--- src/rtl/sram_boot_pkg.sv ---
// Shared state type, SRAM strobe idle levels and sizing helper for the SRAM boot loader.
package sram_boot_pkg;

    typedef enum logic [1:0] {
        IDLE    = 2'd0,
        COLLECT = 2'd1,
        WRITE   = 2'd2,
        DONE    = 2'd3
    } ldr_state_t;

    // SRAM strobes are active-low: these are the "do nothing" levels.
    localparam logic       CEN_OFF  = 1'b1;
    localparam logic       GWEN_OFF = 1'b1;
    localparam logic [7:0] WEN_OFF  = 8'hFF;
    localparam logic [7:0] WEN_ALL  = 8'h00;

    function automatic int cnt_width(input int n);
        return (n > 1) ? $clog2(n) : 1;
    endfunction

endpackage

--- src/rtl/sram_port_mux.sv ---
// One channel's SRAM port select: CPU pass-through, loader write, or loader idle strobes.
module sram_port_mux
    import sram_boot_pkg::*;
#(
    parameter int LANES  = 4,
    parameter int ADDR_W = 9
) (
    input  logic                         i_use_cpu,
    input  logic                         i_ld_write,
    input  logic [ADDR_W-1:0]            i_ld_addr,
    input  logic [LANES-1:0][7:0]        i_ld_data,
    input  logic [LANES-1:0]             i_cpu_cen,
    input  logic [LANES-1:0]             i_cpu_gwen,
    input  logic [LANES-1:0][7:0]        i_cpu_wen,
    input  logic [LANES-1:0][ADDR_W-1:0] i_cpu_a,
    input  logic [LANES-1:0][7:0]        i_cpu_d,
    output logic [LANES-1:0]             o_mem_cen,
    output logic [LANES-1:0]             o_mem_gwen,
    output logic [LANES-1:0][7:0]        o_mem_wen,
    output logic [LANES-1:0][ADDR_W-1:0] o_mem_a,
    output logic [LANES-1:0][7:0]        o_mem_d
);

    // NOTE: every branch drives every output, so no latch can be inferred.
    always_comb begin
        if (i_use_cpu) begin
            o_mem_cen  = i_cpu_cen;
            o_mem_gwen = i_cpu_gwen;
            o_mem_wen  = i_cpu_wen;
            o_mem_a    = i_cpu_a;
            o_mem_d    = i_cpu_d;
        end else if (i_ld_write) begin
            o_mem_cen  = '0;
            o_mem_gwen = '0;
            o_mem_wen  = {LANES{WEN_ALL}};
            o_mem_a    = {LANES{i_ld_addr}};
            o_mem_d    = i_ld_data;
        end else begin
            o_mem_cen  = {LANES{CEN_OFF}};
            o_mem_gwen = {LANES{GWEN_OFF}};
            o_mem_wen  = {LANES{WEN_OFF}};
            o_mem_a    = '0;
            o_mem_d    = '0;
        end
    end

endmodule

--- src/rtl/sram_boot_loader.sv ---
// Loads instruction/data SRAMs from a byte stream (or zero-fills them) while holding the core in reset.
module sram_boot_loader
    import sram_boot_pkg::*;
#(
    parameter int LANES    = 4,
    parameter int ADDR_W   = 9,
    parameter int DEPTH    = 512,
    parameter int CHANNELS = 2
) (
    input  logic                                       clk,
    input  logic                                       rst,
    input  logic                                       start,
    input  logic                                       zero_fill,
    input  logic                                       s_valid,
    input  logic [7:0]                                 s_data,
    output logic                                       s_ready,
    output logic                                       busy,
    output logic                                       done,
    output logic                                       core_hold,
    input  logic [CHANNELS-1:0][LANES-1:0]             cpu_CEN,
    input  logic [CHANNELS-1:0][LANES-1:0]             cpu_GWEN,
    input  logic [CHANNELS-1:0][LANES-1:0][7:0]        cpu_WEN,
    input  logic [CHANNELS-1:0][LANES-1:0][ADDR_W-1:0] cpu_A,
    input  logic [CHANNELS-1:0][LANES-1:0][7:0]        cpu_D,
    output logic [CHANNELS-1:0][LANES-1:0]             mem_CEN,
    output logic [CHANNELS-1:0][LANES-1:0]             mem_GWEN,
    output logic [CHANNELS-1:0][LANES-1:0][7:0]        mem_WEN,
    output logic [CHANNELS-1:0][LANES-1:0][ADDR_W-1:0] mem_A,
    output logic [CHANNELS-1:0][LANES-1:0][7:0]        mem_D
);

    localparam int LANE_W = cnt_width(LANES);
    localparam int CHAN_W = cnt_width(CHANNELS);

    localparam logic [ADDR_W-1:0] LAST_WORD = ADDR_W'(DEPTH - 1);
    localparam logic [LANE_W-1:0] LAST_LANE = LANE_W'(LANES - 1);
    localparam logic [CHAN_W-1:0] LAST_CHAN = CHAN_W'(CHANNELS - 1);

    ldr_state_t             r_state;
    logic [CHAN_W-1:0]      r_chan;
    logic [ADDR_W-1:0]      r_word;
    logic [LANE_W-1:0]      r_lane;
    logic [LANES-1:0][7:0]  r_buf;
    logic                   r_zero;
    logic                   r_s_ready;
    logic                   r_busy;
    logic                   r_done;
    logic                   r_core_hold;

    logic                   w_accept;
    logic                   w_last_word;
    logic                   w_last_chan;
    logic                   w_use_cpu;
    logic [LANES-1:0][7:0]  w_ld_data;

    assign w_accept    = s_valid && r_s_ready;
    assign w_last_word = (r_word == LAST_WORD);
    assign w_last_chan = (r_chan == LAST_CHAN);

    // NOTE: sequential state uses non-blocking assignments only, so every
    // register samples the pre-edge values of its neighbours.
    always_ff @(posedge clk or posedge rst) begin
        if (rst) begin
            r_state     <= IDLE;
            r_chan      <= '0;
            r_word      <= '0;
            r_lane      <= '0;
            r_buf       <= '0;
            r_zero      <= 1'b0;
            r_s_ready   <= 1'b0;
            r_busy      <= 1'b0;
            r_done      <= 1'b0;
            r_core_hold <= 1'b1;
        end else begin
            case (r_state)
                IDLE, DONE: begin
                    if (start) begin
                        r_chan      <= '0;
                        r_word      <= '0;
                        r_lane      <= '0;
                        r_buf       <= '0;
                        r_zero      <= zero_fill;
                        r_busy      <= 1'b1;
                        r_done      <= 1'b0;
                        r_core_hold <= 1'b1;
                        if (zero_fill) begin
                            r_state   <= WRITE;
                            r_s_ready <= 1'b0;
                        end else begin
                            r_state   <= COLLECT;
                            r_s_ready <= 1'b1;
                        end
                    end
                end

                COLLECT: begin
                    if (w_accept) begin
                        r_buf[r_lane] <= s_data;
                        if (r_lane == LAST_LANE) begin
                            r_lane    <= '0;
                            r_state   <= WRITE;
                            r_s_ready <= 1'b0;
                        end else begin
                            r_lane <= r_lane + LANE_W'(1);
                        end
                    end
                end

                WRITE: begin
                    if (w_last_word) begin
                        r_word <= '0;
                        r_chan <= w_last_chan ? '0 : r_chan + CHAN_W'(1);
                    end else begin
                        r_word <= r_word + ADDR_W'(1);
                    end

                    if (w_last_word && w_last_chan) begin
                        r_state     <= DONE;
                        r_busy      <= 1'b0;
                        r_done      <= 1'b1;
                        r_core_hold <= 1'b0;
                    end else if (!r_zero) begin
                        r_state   <= COLLECT;
                        r_s_ready <= 1'b1;
                    end
                end

                default: r_state <= IDLE;
            endcase
        end
    end

    assign s_ready   = r_s_ready;
    assign busy      = r_busy;
    assign done      = r_done;
    assign core_hold = r_core_hold;

    // Select comes from the registered state only, so a start pulse never glitches the SRAM ports.
    assign w_use_cpu = (r_state == IDLE) || (r_state == DONE);
    assign w_ld_data = r_zero ? '0 : r_buf;

    for (genvar c = 0; c < CHANNELS; c++) begin : g_chan
        logic w_ld_write;
        assign w_ld_write = (r_state == WRITE) && (r_chan == CHAN_W'(c));

        sram_port_mux #(
            .LANES  (LANES),
            .ADDR_W (ADDR_W)
        ) u_mux (
            .i_use_cpu  (w_use_cpu),
            .i_ld_write (w_ld_write),
            .i_ld_addr  (r_word),
            .i_ld_data  (w_ld_data),
            .i_cpu_cen  (cpu_CEN[c]),
            .i_cpu_gwen (cpu_GWEN[c]),
            .i_cpu_wen  (cpu_WEN[c]),
            .i_cpu_a    (cpu_A[c]),
            .i_cpu_d    (cpu_D[c]),
            .o_mem_cen  (mem_CEN[c]),
            .o_mem_gwen (mem_GWEN[c]),
            .o_mem_wen  (mem_WEN[c]),
            .o_mem_a    (mem_A[c]),
            .o_mem_d    (mem_D[c])
        );
    end

endmodule

--- config.mk ---
export PLATFORM = sky130hd
export DESIGN_NAME = sram_boot_loader
export DESIGN_NICKNAME = d
export VERILOG_FILES = /design/src/rtl/sram_boot_pkg.sv /design/src/rtl/sram_port_mux.sv /design/src/rtl/sram_boot_loader.sv
export SDC_FILE = /design/constraint.sdc
export NUM_CORES = 1
export LEC_CHECK = 0
export CELL_PAD_IN_SITES_DETAIL_PLACEMENT = 1
export CELL_PAD_IN_SITES_GLOBAL_PLACEMENT = 2
export CORE_UTILIZATION = 14
export DETAILED_ROUTE_END_ITERATION = 6
export GPL_TIMING_DRIVEN = 0
export MAX_ROUTING_LAYER = met4
export PLACE_DENSITY = 0.77
export SETUP_SLACK_MARGIN = 0.2
export SLEW_MARGIN = 40
export SYNTH_ARGS = -nofsm -noshare
export SYNTH_HDL_FRONTEND = slang
export SYNTH_SLANG_ARGS = --single-unit
--- constraint.sdc ---
create_clock -name clk -period 2.2 [get_ports clk]
set_input_delay 0.22 -clock clk [delete_from_list [all_inputs] [get_ports clk]]
set_output_delay 0.22 -clock clk [all_outputs]
set_load 0.03 [all_outputs]
Word level (Yosys, flattened, before mapping)
Index checks and enable logic that the tools add are counted.
{"block": "word_totals", "output_inout_bits": 220, "regBits": 51, "wordCells": 104, "in_bits": 229}
{"block": "classes", "magnitude_cmp": 2, "n_addsub": 3, "eq_ne": 13, "n_reduce_logical": 17, "mux": 55, "bitwise_logic": 1}
{"cell": "32-bit two-way mux", "count": 11}
{"cell": "36-bit two-way mux", "count": 4}
{"cell": "32-bit case mux with 2 select lines", "count": 1}
{"cell": "32-bit bitwise mux", "count": 1}
{"cell": "4-bit two-way mux", "count": 6}
{"cell": "2-bit two-way mux", "count": 9}
{"cell": "9-bit two-way mux", "count": 2}
{"cell": "9-bit case mux with 2 select lines", "count": 1}
{"cell": "8-bit demux with 2-bit select", "count": 1}
{"cell": "2-bit inequality test, second input constant", "count": 7}
{"cell": "1-bit two-way mux", "count": 12}
{"cell": "9-bit by 1-bit adder with 9-bit output, second input constant", "count": 1}
{"cell": "9-bit == test, second input constant", "count": 1}
{"cell": "3-bit AND reduction", "count": 3}
{"cell": "8-bit two-way mux", "count": 1}
{"cell": "2-bit == test, second input constant", "count": 3}
{"cell": "1-bit case mux with 2 select lines", "count": 3}
{"cell": "2-bit case mux with 3 select lines", "count": 1}
{"cell": "1-bit logical AND", "count": 5}
{"cell": "5-bit AND reduction", "count": 1}
{"cell": "2-bit case mux with 2 select lines", "count": 1}
{"cell": "2-bit AND reduction", "count": 2}
{"cell": "4-bit AND reduction", "count": 1}
{"cell": "2-bit nonzero test", "count": 2}
{"cell": "11 further kinds", "count": 11}

Longest topological paths before layout
{"block": "depth", "word_depth": 7, "mapped_depth": 10, "mapped_depth_nobuf": 8}

Hierarchy
From an unflattened synthesis, not the netlist that was laid out.
{"block": "hier_totals", "hier_cells": 565, "hier_area_um2": 4653.2}
{"module": "sram_boot_loader", "cells_per_inst": 225, "area_each_um2": 2468.6, "instances": 1, "seq_area_each_um2": 1277.5}
{"module": "sram_port_mux", "cells_per_inst": 170, "area_each_um2": 1092.3, "instances": 2, "seq_area_each_um2": 0.0}

Worst setup path before layout
Ideal clock, no wire load.
{"block": "synth_timing", "path_type": "reg-to-output", "startpoint": "register r_state[0]", "endpoint": "output mem_CEN[4] (netlist bit)", "stages_incl_launch_ff": 10, "t_required_ns": 1.980, "setup_slack_ns": 0.120, "path_buffers": 4, "arrival_time_ns": 1.860, "path_cell_list": "dfrtp_1 -> inv_1 -> ha_1 -> buf_4 -> inv_2 -> and3_1 -> clkbuf_2 -> buf_2 -> buf_2 -> a21oi_1"}
{"item": "start: declaration", "line_no": "sram_boot_loader.sv:39", "text": "ldr_state_t r_state;"}
{"item": "start signal: assignment", "line_no": "sram_boot_loader.sv:64", "text": "r_state <= IDLE;"}
{"item": "start signal: assignment", "line_no": "sram_boot_loader.sv:87", "text": "r_state <= WRITE;"}
{"item": "start signal: assignment", "line_no": "sram_boot_loader.sv:90", "text": "r_state <= COLLECT;"}
{"item": "end: declaration", "line_no": "sram_boot_loader.sv:25", "text": "output logic [CHANNELS-1:0][LANES-1:0] mem_CEN,"}

==> impl_metrics.toml <==
[drt]
ant_nets = 0
dr_total_vias = 6740
routedWlPerCell_um = 24.22
drt_wl_total_um = 36750
routed_via_density = 4.443
detailedRoute.firstIterationViolations = 272
drc_errors = 0
drt_first_pass_iters = 4

[synthesis]
syn_area_per_cell_um2 = 8.054
synth_fp_nets = 807
ys.flop_type = "dfrtp_1"
synthArstFlopShare_pct = 100.0
ys_ff_latch = 51
syn_inst = 570
synth-seq-area-share_pct = 27.83
netlist_area_mm2 = 0.004591
synth-edff-count = 0
yosysUniqueCellTypes = 40
ys_warn_count = 0

[pwr]
p_switching_uw = 12550
finalPower_uw = 23310
peakVddDrop_mv = 0.7937
p_sw_share_pct = 53.83
p_int_uw = 10760
combinationalPowerShare_pct = 90.8
power.density_mw_per_mm2 = 1895
power_leakage_uw = 0.005350
pwr-share-clk_pct = 4.0
p_seq_share_pct = 5.2

[cells_and_area]
drive_gt1_share_pct = 41.00
regArea_mm2 = 0.001277
design_area_mm2 = 0.01230
fillers = 3543
area_growth_syn_to_layout_pct = 167.9
multiInputGateArea_mm2 = 0.003600
fin_cells = 1517
post-route-util_pct = 38.58
num-nets-final = 1314

[floorplan]
die_x_um = 183.1
initial_core_util_pct = 14.40
num_rows = 65
num_io_pins = 449
core_mm2 = 0.03188
die_h_um = 183.1
die-area_mm2 = 0.03352

[placed_design]
place_inst = 1454
dpl-instance-area_mm2 = 0.009732
finalWeightedCongestion = 0.9439
hpwl_um = 27540
portBuffers = 448

[cts]
cts.sinks = 51
htree_num_levels = 2
cts_hold_buf = 0
cts_made_buffers = 5
cts.clk_slew.worst_paths_ps = 80
cts_tree = "built"
cts.path.max_buffers = 2
worstSkewPairLatency_ps = 300
root_buffer = "clkbuf_16"

[run_status]
violations = "negative setup slack"
status = "finished, violations left"

[sta]
rsz0062_at_grt = "true"
skew_ps = 6.979
setup_ws_ps = -228.9
slew_headroom_pct = 44.60
setup_viol = 198
worst_slew_pin_slew_ps = 831.1
fmax_ghz = 0.4117
slew_viol_final = 0
period_needed_ps = 2429
hold_violations = 0
finalCritPeriodShare_pct = 110.4

[setup_path]
critPathArrivalTime_ps = 2210
cp_max_fo = 8
worstSetupPathType = "reg2out"
worst_setup_path_end_kind = "output port"
cp-start-kind = "flip-flop"
required_ps = 1980

[global_routing]
overflow = 0
antenna_found_initial = 5
grt_pass1_vias = 7117
grt_util_all_layers_pct = 20.84
grt_pass1_wl_um = 49670
grt_max_degree = 29

[worst_hold_path]
hold_path.class = "in2async"

[flow_run]
drv_cap = 0
## cells in the mapped netlist (all sizes together), types with 2 or more instances
master,instances,share of area (%)
inv,89,7.3
nand3,10,1.1
nand2b,2,0.27
nor2,13,1.1
a22o,170,32
a211o,3,0.95
nand2,12,0.98
and2,6,0.82
nor2b,4,0.87
xnor2,5,0.95
buf,38,4.9
and3,2,0.27
mux2i,4,0.87
nor3,5,0.65
a32oi,2,0.38
a31oi,2,0.27
mux2,2,0.49
clkbuf,31,2.6
ha,8,2.2
a22oi,4,0.65
o21ai,15,1.6
a21oi,85,9.3
dfrtp,50,27
## registers in the layout, indices dropped and copies added, names as in the netlist
name / flops
r_buf: 32
r_word: 9
r_lane: 2
r_state: 2
busy: 1
core_hold: 1
done: 1
r_chan: 1
r_zero: 1
s_ready: 1
## worst paths after layout
kind | startpoint | end | cells past startpoint | slack [ps]
max | r_state[0]$_DFFE_PP0P_ | mem_D[46] | 11 | -230
min | rst | r_buf[23]$_DFFE_PP0P_ | 2 | 260
max reg2reg | r_state[0]$_DFFE_PP0P_ | r_buf[29]$_DFFE_PP0P_ | 9 | 40
min reg2reg | busy$_DFFE_PP0P_ | busy$_DFFE_PP0P_ | 1 | 540
max in group asynchronous | rst | r_word[7]$_DFFE_PP0P_ | 3 | 1460
min in group clk | busy$_DFFE_PP0P_ | busy$_DFFE_PP0P_ | 1 | 540
## power by group through the flow
| stage | Combinational [uW] | Sequential (uW) | Clock [uW] |
|---|---|---|---|
| 2_1_floorplan | 9300 | 1190 | 0 |
| 3_3_place_gp | 16500 | 1210 | 0 |
| 3_5_place_dp | 16500 | 1220 | 0 |
| 4_1_cts | 18800 | 1200 | 949 |
| 5_1_grt | 21900 | 1230 | 990 |
| 6_report | 21200 | 1210 | 929 |
## worst max-delay path, cell delays in order (launching register included)
cell,delay (ps)
dfrtp_1,400
inv_2,90
ha_4,200
buf_6,130
inv_4,40
and3_4,170
buf_8,120
nor2b_4,150
buf_12,170
buf_8,130
a22o_1,160
buf_6,140
## cells by family (layout without fill, tap and decap cells)
logic type	Yosys count	in the layout	share of synthesized area, %
and+or+nand+nor	55	55	6.351
other	0	4	0
buffers and inverters	159	667	14.80
AOI/OAI and AO/OA	286	286	46.53
DFF	51	51	27.83
xor gates and xnor gates	5	5	0.9539
muxes	6	6	1.363
adders and majority gates	8	8	2.181
## through the flow
| step | setup TNS [ps] | hold WS, ps | worst slack, ps |
|---|---|---|---|
| 2_1_floorplan | 0 | 352.5 | 120.1 |
| 3_3_place_gp | -165650 | 513.9 | -942.2 |
| 3_5_place_dp | -148090 | 528.0 | -909.7 |
| 4_1_cts | -33670 | 269.6 | -296.3 |
| 5_1_grt | -38550 | 285.2 | -284.0 |
| 6_report | -25290 | 263.5 | -228.9 |
## cells in the final DEF, fill, tap and decap left out, types with 3 or more instances in the layout
cell type | synthesis | layout
clkbuf_2 | 2 | 14
a22oi_1 | 4 | 4
buf_16 | 0 | 10
a22o_4 | 0 | 3
clkbuf_1 | 29 | 3
mux2i_1 | 4 | 4
o21ai_0 | 14 | 14
buf_4 | 4 | 35
a21oi_4 | 0 | 78
clkbuf_4 | 0 | 5
clkbuf_16 | 0 | 14
nor3_1 | 4 | 4
clkdlybuf4s50_1 | 0 | 232
ha_1 | 8 | 6
a21oi_1 | 85 | 5
inv_1 | 88 | 86
a22o_1 | 170 | 167
buf_6 | 4 | 206
buf_8 | 0 | 12
buf_12 | 0 | 24
diode_2 | 0 | 4
nand2_1 | 12 | 12
nor2_1 | 13 | 12
and2_1 | 6 | 6
xnor2_1 | 5 | 5
dfrtp_1 | 50 | 50
nand3_1 | 10 | 10
buf_2 | 28 | 6
clkdlybuf4s15_2 | 0 | 10
## final cells by class
class	count	area share (%)
flip-flops and latches	51	10.39
clock buffers	5	1.017
repair buffers	500	45.78
multi-input cells	360	29.26
diodes	4	0.08138
well taps	435	4.425
plain buffers	69	5.879
inverters	90	2.787
clock inverters	3	0.3764
## timing repair
item                                    4_1_cts  5_1_grt
gates resized for setup                    1408      400
setup buffers                                20       12
pin swaps                                    13       15
gates cloned                                 10        9
endpoints found under the setup margin      227      260
## per-layer routing
metal	vias to the layer above	global-route usage [%]	part of all wire [%]
li1	3095	-	-
met1	3355	24.12	40
met2	265	37.16	53
met3	25	3.892	5.8
met4	0	4.567	1.7
met5	-	-	0
Power figures use the tool's default switching activity.
